**config.mk**
```make
export PLATFORM = sky130hd
export DESIGN_NAME = pipeline_hazard_ctrl
export DESIGN_NICKNAME = d
export VERILOG_FILES = /design/src/rtl/pipeline_hazard_ctrl.sv
export SDC_FILE = /design/constraint.sdc
export NUM_CORES = 1
export LEC_CHECK = 0
export CAP_MARGIN = 5
export CELL_PAD_IN_SITES_DETAIL_PLACEMENT = 0
export CELL_PAD_IN_SITES_GLOBAL_PLACEMENT = 1
export CORE_MARGIN = 5
export CORE_UTILIZATION = 31
export CTS_BUF_LIST = sky130_fd_sc_hd__clkbuf_2 sky130_fd_sc_hd__clkbuf_4 sky130_fd_sc_hd__clkbuf_8
export DETAILED_ROUTE_END_ITERATION = 6
export MAX_ROUTING_LAYER = met4
export PLACE_DENSITY_LB_ADDON = 0.2
export SLEW_MARGIN = 40
export SYNTH_ARGS = -nofsm -noshare
export SYNTH_HDL_FRONTEND = slang
export SYNTH_SLANG_ARGS = --single-unit
```
**constraint.sdc**
```tcl
create_clock -name clk -period 2 [get_ports clk]
set_input_delay 0.5 -clock clk [delete_from_list [all_inputs] [get_ports clk]]
set_output_delay 0.5 -clock clk [all_outputs]
set_load 0.02 [all_outputs]
```
**src/rtl/pipeline_hazard_ctrl.sv**
```systemverilog
// Stall/flush sequencer for the 5-stage core: load-use, branch, imem-wait and dmem-wait hazards.
// Optional perf counters are built when PIPE_CTRL_PERF_EN is defined.
module pipeline_hazard_ctrl #(
  parameter int unsigned INIT_CYCLES = 2,
  parameter int unsigned DWAIT_MAX   = 16,
  parameter int unsigned CNT_W       = 32
) (
  input  logic             clk,
  input  logic             nrst,
  input  logic [4:0]       id_rs1,
  input  logic [4:0]       id_rs2,
  input  logic [4:0]       ex_rd,
  input  logic             ex_mem_read,
  input  logic             ex_branch_taken,
  input  logic             mem_req,
  input  logic             dmem_ready,
  input  logic             imem_ready,
  output logic             pc_nwe,
  output logic             nwe_if_id,
  output logic             nwe_id_ex,
  output logic             nwe_ex_mem,
  output logic             nwe_mem_wb,
  output logic             flush_if_id,
  output logic             flush_id_ex,
  output logic             flush_ex_mem,
  output logic             flush_mem_wb,
  output logic             trap_redirect
`ifdef PIPE_CTRL_PERF_EN
  ,
  output logic [CNT_W-1:0] perf_stall_cnt,
  output logic [CNT_W-1:0] perf_flush_cnt
`endif
);

  typedef enum logic [1:0] {StInit, StRun, StDwait, StTrap} state_e;

  state_e     state_q, state_d;
  logic [7:0] cnt_q, cnt_d;

  logic load_use, dstall, freeze, run_mode;
  logic hold_pc, hold_if, hold_ie, hold_em, hold_mw;
  logic fl_if, fl_ie, fl_em, fl_mw;

  assign load_use = ex_mem_read && (ex_rd != 5'd0) && ((ex_rd == id_rs1) || (ex_rd == id_rs2));
  assign dstall   = mem_req && !dmem_ready;
  // Freeze covers the detecting RUN cycle and every DWAIT cycle without completion.
  assign freeze   = ((state_q == StRun) && dstall) || ((state_q == StDwait) && !dmem_ready);
  assign run_mode = (state_q == StRun) || (state_q == StDwait);

  always_comb begin
    hold_pc       = 1'b0;
    hold_if       = 1'b0;
    hold_ie       = 1'b0;
    hold_em       = 1'b0;
    hold_mw       = 1'b0;
    fl_if         = 1'b0;
    fl_ie         = 1'b0;
    fl_em         = 1'b0;
    fl_mw         = 1'b0;
    trap_redirect = 1'b0;
    if (state_q == StInit) begin
      {hold_pc, hold_if, hold_ie, hold_em, hold_mw} = 5'b11111;
      {fl_if, fl_ie, fl_em, fl_mw}                  = 4'b1111;
    end else if (state_q == StTrap) begin
      {fl_if, fl_ie, fl_em, fl_mw} = 4'b1111;
      trap_redirect                = 1'b1;
    end else if (freeze) begin
      {hold_pc, hold_if, hold_ie, hold_em} = 4'b1111;
      fl_mw                                = 1'b1;
    end else if (run_mode) begin
      if (ex_branch_taken) begin
        fl_if = 1'b1;
        fl_ie = 1'b1;
      end else if (load_use) begin
        hold_pc = 1'b1;
        hold_if = 1'b1;
        fl_ie   = 1'b1;
      end else if (!imem_ready) begin
        hold_pc = 1'b1;
        fl_if   = 1'b1;
      end
    end
  end

  // A flushed register is never also write-enabled.
  assign pc_nwe       = hold_pc;
  assign nwe_if_id    = hold_if | fl_if;
  assign nwe_id_ex    = hold_ie | fl_ie;
  assign nwe_ex_mem   = hold_em | fl_em;
  assign nwe_mem_wb   = hold_mw | fl_mw;
  assign flush_if_id  = fl_if;
  assign flush_id_ex  = fl_ie;
  assign flush_ex_mem = fl_em;
  assign flush_mem_wb = fl_mw;

  always_comb begin
    state_d = state_q;
    cnt_d   = cnt_q;
    unique case (state_q)
      StInit: begin
        if (cnt_q == 8'(INIT_CYCLES - 1)) begin
          state_d = StRun;
          cnt_d   = 8'd0;
        end else begin
          cnt_d = cnt_q + 8'd1;
        end
      end
      StRun: begin
        if (dstall) begin
          state_d = StDwait;
          cnt_d   = 8'd1;
        end
      end
      StDwait: begin
        cnt_d = cnt_q + 8'd1;
        // Completion wins over a simultaneous timeout.
        if (dmem_ready) begin
          state_d = StRun;
          cnt_d   = 8'd0;
        end else if (cnt_d == 8'(DWAIT_MAX)) begin
          state_d = StTrap;
          cnt_d   = 8'd0;
        end
      end
      StTrap: state_d = StRun;
      default: begin
        state_d = StInit;
        cnt_d   = 8'd0;
      end
    endcase
  end

  always_ff @(posedge clk or negedge nrst) begin
    if (!nrst) begin
      state_q <= StInit;
      cnt_q   <= 8'd0;
    end else begin
      state_q <= state_d;
      cnt_q   <= cnt_d;
    end
  end

`ifdef PIPE_CTRL_PERF_EN
  logic [CNT_W-1:0] stall_cnt_q, stall_cnt_d;
  logic [CNT_W-1:0] flush_cnt_q, flush_cnt_d;

  always_comb begin
    stall_cnt_d = stall_cnt_q;
    flush_cnt_d = flush_cnt_q;
    if (run_mode && pc_nwe) stall_cnt_d = stall_cnt_q + 1'b1;
    if ((state_q != StInit) && (fl_if || fl_ie || fl_em || fl_mw)) begin
      flush_cnt_d = flush_cnt_q + 1'b1;
    end
  end

  always_ff @(posedge clk or negedge nrst) begin
    if (!nrst) begin
      stall_cnt_q <= '0;
      flush_cnt_q <= '0;
    end else begin
      stall_cnt_q <= stall_cnt_d;
      flush_cnt_q <= flush_cnt_d;
    end
  end

  assign perf_stall_cnt = stall_cnt_q;
  assign perf_flush_cnt = flush_cnt_q;
`endif

endmodule

```
# After elaboration in Yosys (flattened, before gate mapping)
# Index checks and enable logic that the tools add are counted.
# word_totals
in_bits,22
register_bits,10
word_cells,74
# classes
bitwise,4
n_reduce_logical,14
add_sub_neg,1
mux,43
n_eq_ne,10
# op_table
operator,count
1-bit two-way mux,33
8-bit two-way mux,4
8-bit one-hot mux with 3 select lines,1
5-bit equality test,2
"8-bit by 1-bit adder with 8-bit output, second input constant",1
"8-bit by 1-bit equality test with 1-bit output, second input constant",1
"8-bit by 5-bit equality test with 1-bit output, second input constant",1
2-bit two-way mux,4
2-bit one-hot mux with 4 select lines,1
1-bit logical AND,5
5-bit nonzero test,1
"2-bit equality test, second input constant",2
1-bit OR,4
1-bit logical OR,3
"3-bit by 2-bit != test with 1-bit output, second input constant",1
3-bit AND reduction,1
3-bit nonzero test,1
"2-bit by 1-bit equality test with 1-bit output, second input constant",1
2-bit logical NOT,1
"2-bit by 1-bit != test with 1-bit output, second input constant",1
"2-bit != test, second input constant",1
2-bit AND reduction,1
1-bit logical NOT,1

# Logic depth before layout (Yosys ltp)
# depth
depth_word,10
mapped_depth,7

# Worst setup path before layout
# Ideal clock, no wire load.
# synth_path
kind,reg2out
from,register state_q[0]
to,output pc_nwe
path_stages_with_launch,5
setup_slack_ns,-0.357
arrival_ns,1.857
path_buffers,0
path_cell_list,dfrtp_1 > inv_1 > ha_1 > inv_1 > o41ai_1
# synth_via
elab_chain_len,6
elab_cells_between_ends,12
cone_classes,3 x eq/ne; 4 x mux; 5 x reduce/logical
# synth_rtl
item,line,rtl
"start, declared",37,"state_e state_q, state_d;"
"start signal, assigned",135,state_q <= StInit;
"start signal, assigned",138,state_q <= state_d;
2-bit by 1-bit equality test with 1-bit output or 2-bit equality test (tied branches),"47, 48",
1-bit logical OR or 1-bit logical AND (tied branches),"48, 47",
1-bit two-way mux or 1-bit logical OR (tied branches),"70, 47",
1-bit two-way mux,67,end else if (freeze) begin
1-bit two-way mux,64,end else if (state_q == StTrap) begin
1-bit two-way mux *,61,if (state_q == StInit) begin
"end, declared",18,"output logic pc_nwe,"
# Mark *: on every way between the ends. The rest lies on a longest branch, timed or not.

# Final worst setup path
# layout_path
from,input ex_rd[2]
to,output nwe_if_id
# layout_via
elab_chain_len,10
elab_cells_between_ends,19
cone_classes,2 x eq/ne; 12 x mux; 1 x bitwise; 4 x reduce/logical
# layout_rtl
item,line,rtl
"start, declared",12,"input logic [4:0] ex_rd,"
5-bit equality test or 5-bit nonzero test (tied branches),44,assign load_use = ex_mem_read && (ex_rd != 5'd0) && ((ex_rd == id_rs1) || (ex_rd == id_rs2));
1-bit logical OR or 1-bit logical AND (tied branches),44,
1-bit logical AND *,44,
1-bit two-way mux,74,end else if (load_use) begin
1-bit two-way mux,71,if (ex_branch_taken) begin
1-bit two-way mux,70,end else if (run_mode) begin
1-bit two-way mux,67,
1-bit two-way mux,64,
1-bit two-way mux,61,
1-bit OR *,87,assign nwe_if_id = hold_if | fl_if;
"end, declared",19,"output logic nwe_if_id,"
# Marked as above.

==> out/qor.yml <==
status:
  status: "complete, but fails checks"
  violations: "negative setup slack"
synthesis:
  syn_inst: 120
  synth-xor-area-share_pct: 8.82
  syn_avg_cell_area_um2: 8.28
  ys_seq_area_share_pct: 25.2
  synthSimpleGateAreaFrac_pct: 24.2
  ys_ff_latch: 10
  synth_top_area_share_pct: 25.2
  synth_compound_area_share_pct: 25.1
  yosysTopAreaCell: "dfrtp_1"
  synthAdderAreaFrac_pct: 10.1
  synth.area.top_cells: "dfrtp_1 25%, ha_1 10%, xnor2_1 8.8%"
  synth_nets: 150
  ys_types: 38
  synthMuxAreaShare_pct: 2.02
  synth_top_family_by_area: "compound AO/OA/AOI/OAI gates"
  synth.cell_area_um2: 993
  yosys_warnings: 0
detailed_routing:
  dr.pass1.iters: 4
  viasPerCell: 4.81
  wl_per_cell_um: 13.1
  via_count: 1115
  drcViolationCount: 0
  drt_iter0_drc: 34
  routed_wl_um: 3030
  final_antenna_net_count: 0
global_route:
  grtUsageMet1_pct: 18.0
  gr-total-overflow: 0
  grt.met2_usage_pct: 27.6
  grt_first_pass_wirelength_um: 5270
  antenna_found_initial: 0
  grt_max_degree: 11
  grt_pass1_vias: 1146
  grt_util_met3_pct: 4.22
  grt_usage_pct: 15.7
  busiest_layer: "met2"
clock_network:
  clockBufferDepth: 2
  cts_buffers: 3
  ctsHoldBuffers: 0
  cts_tree: "built"
  h-tree-depth: 1
  clock-root-buffer: "clkbuf_4"
  cts_sinks: 10
  clk_pin_slew_ns: 0.06
  insertion_delay_ns: 0.26
critical_path:
  cp.arrival_ns: 1.80
  cp_max_fo: 3
  crit_path_top_delay_cell: "or4_4"
  critPathBufInv: 3
  cp_slowest_stage_delay_ns: 0.54
  start_kind: "primary input"
  worst-path-stages: 7
  crit_family: "simple AND/OR/NAND/NOR gates"
  setup.worst_path.start: "ex_rd[2]"
  required_ns: 1.50
  ff2ff_path_depth: 7
  path_cells: "buf_6 -> or4_4 -> o21ai_4 -> inv_2 -> a211oi_2 -> o21bai_2 -> buf_6"
  r2r_slack_ns: 0.12
  rr_startpoint: "state_q[1]"
  worstSetupPathType: "in -> out"
  crit_top_cell: "buf_6"
  end_kind: "output pin"
layout:
  diodes: 0
  syn2layout_area_growth_pct: 76.7
  drive_gt1_share_pct: 46.3
  multiInputGateArea_um2: 860
  num-fill-cells: 287
  nNetsFinal: 220
  utilization_pct: 57.5
  final_cells: 232
  ff_latch_area_um2: 251
placed_design:
  dp_cells: 222
  gp_congestion: 0.817
  port_buffers: 31
  hpwl_um: 2420
  pre_cts_ws_ns: -1.12
flow_run:
  cap_violations: 0
floorplan:
  die_x_um: 66.6
  ios: 32
  start_util_pct: 32.5
  row_count: 20
  die_h_um: 66.6
  die_area_mm2: 0.00444
  core_area_mm2: 0.00305
sta:
  timing.setup.tns_ns: -1.60
  fin_skew_ns: 0.000655
  fin_crit_ns: 2.30
  post-route-period-util_pct: 115
  slew_headroom_pct: 66.9
  fmax_mhz: 435
  rsz0062_at_grt: "yes"
  hold_viol_final: 0
  worst_slack_ns: -0.301
  setup_viol_count_final: 8
  worst_pin_slew_ns: 0.494
  drv_slew: 0
pwr:
  total_power_mw: 2.42
  peakVddDrop_mv: 0.976
  power.density_mw_per_mm2: 1380
  power.leakage_nw: 0.769
min_path:
  hp-class: "in -> async"
Yosys cell counts (all sizes together):
library cell and instances:
a211o 1, a211oi 1, a21o 2, a21oi 6
a222oi 1, a22oi 1, a41oi 1, and2 2
buf 2, clkbuf 1, dfrtp 10, ha 8
inv 6, mux2i 2, nand2 17, nand2b 3
nand3 3, nand4 2, nand4b 1, nor2 6
nor2b 1, nor3 4, nor4 2, nor4b 1
o211ai 3, o21ai 12, o21bai 2, o22ai 1
o2bb2ai 1, o31ai 2, o41ai 2, or3 1
or4 2, xnor2 10
final timing paths:
kind	to
min in group clk	cnt_q[7]
max in group asynchronous	state_q[0]
hold / removal	cnt_q[2]
hold reg to reg	cnt_q[7]
setup / recovery	nwe_if_id
setup reg to reg	cnt_q[6]
layout make-up:
type	instances	share of cell area [%]
timing repair buffer	68	31.0
sequential	10	14.3
multi-input combinational	101	49.0
inverter	6	1.28
clock buffer	3	1.28
tap	44	3.14
metal layers:
metal	vias to the layer above	wire [um]	share of wire, %
met5	-	0	0
li1	572	-	-
met1	521	1310	43
met3	4	127	4.2
met4	0	34	1.1
met2	18	1560	52
power breakdown:
group	switching (mW)	total (mW)	internal, mW	leakage [nW]
clock network	0.0657	0.135	0.0694	0.0138
registers	0.0463	0.290	0.243	0.133
logic	0.983	2.00	1.01	0.622
total	1.10	2.42	1.33	0.769
repair_timing:
item                                    CTS  global route
gates resized for setup                  98            16
pin swaps                                22             6
buffers inserted                          3             4
endpoints found under the setup margin   10            16
through the flow:
stage,area [um2],hold slack [ns]
after floorplan,1020,0.204
after global placement,1590,0.541
after detailed placement,1590,0.552
after CTS,1670,0.569
after global routing,1760,0.592
final,1760,0.568
registers in the layout (all words and copies together), names as in the netlist:
register  count
cnt_q         8
state_q       2
cells in the final DEF, fill, tap and decap left out, drive strengths merged, types with 4 or more instances in the layout:
master / count
nor2: 6
a21oi: 6
dlygate4sd2: 11
nand2: 17
dfrtp: 10
ha: 8
clkbuf: 4
xnor2: 10
o21ai: 12
buf: 50
inv: 6
nor3: 4
kinds of logic after synthesis:
group	Yosys count
adders and majority gates	8
and+or+nand+nor	45
buffers and inverters	9
DFF	10
AOI/OAI and AO/OA	36
muxes	2
xor gates and xnor gates	10
worst register-to-register path: cells and delay by family, from the launching register on:
kind	cells	cell delay [ns]
AOI/OAI and AO/OA	2	0.17
and+or+nand+nor	2	0.67
DFF	1	0.43
buffers and inverters	2	0.23
adders and majority gates	1	0.31
Power figures use the tool's default switching activity.
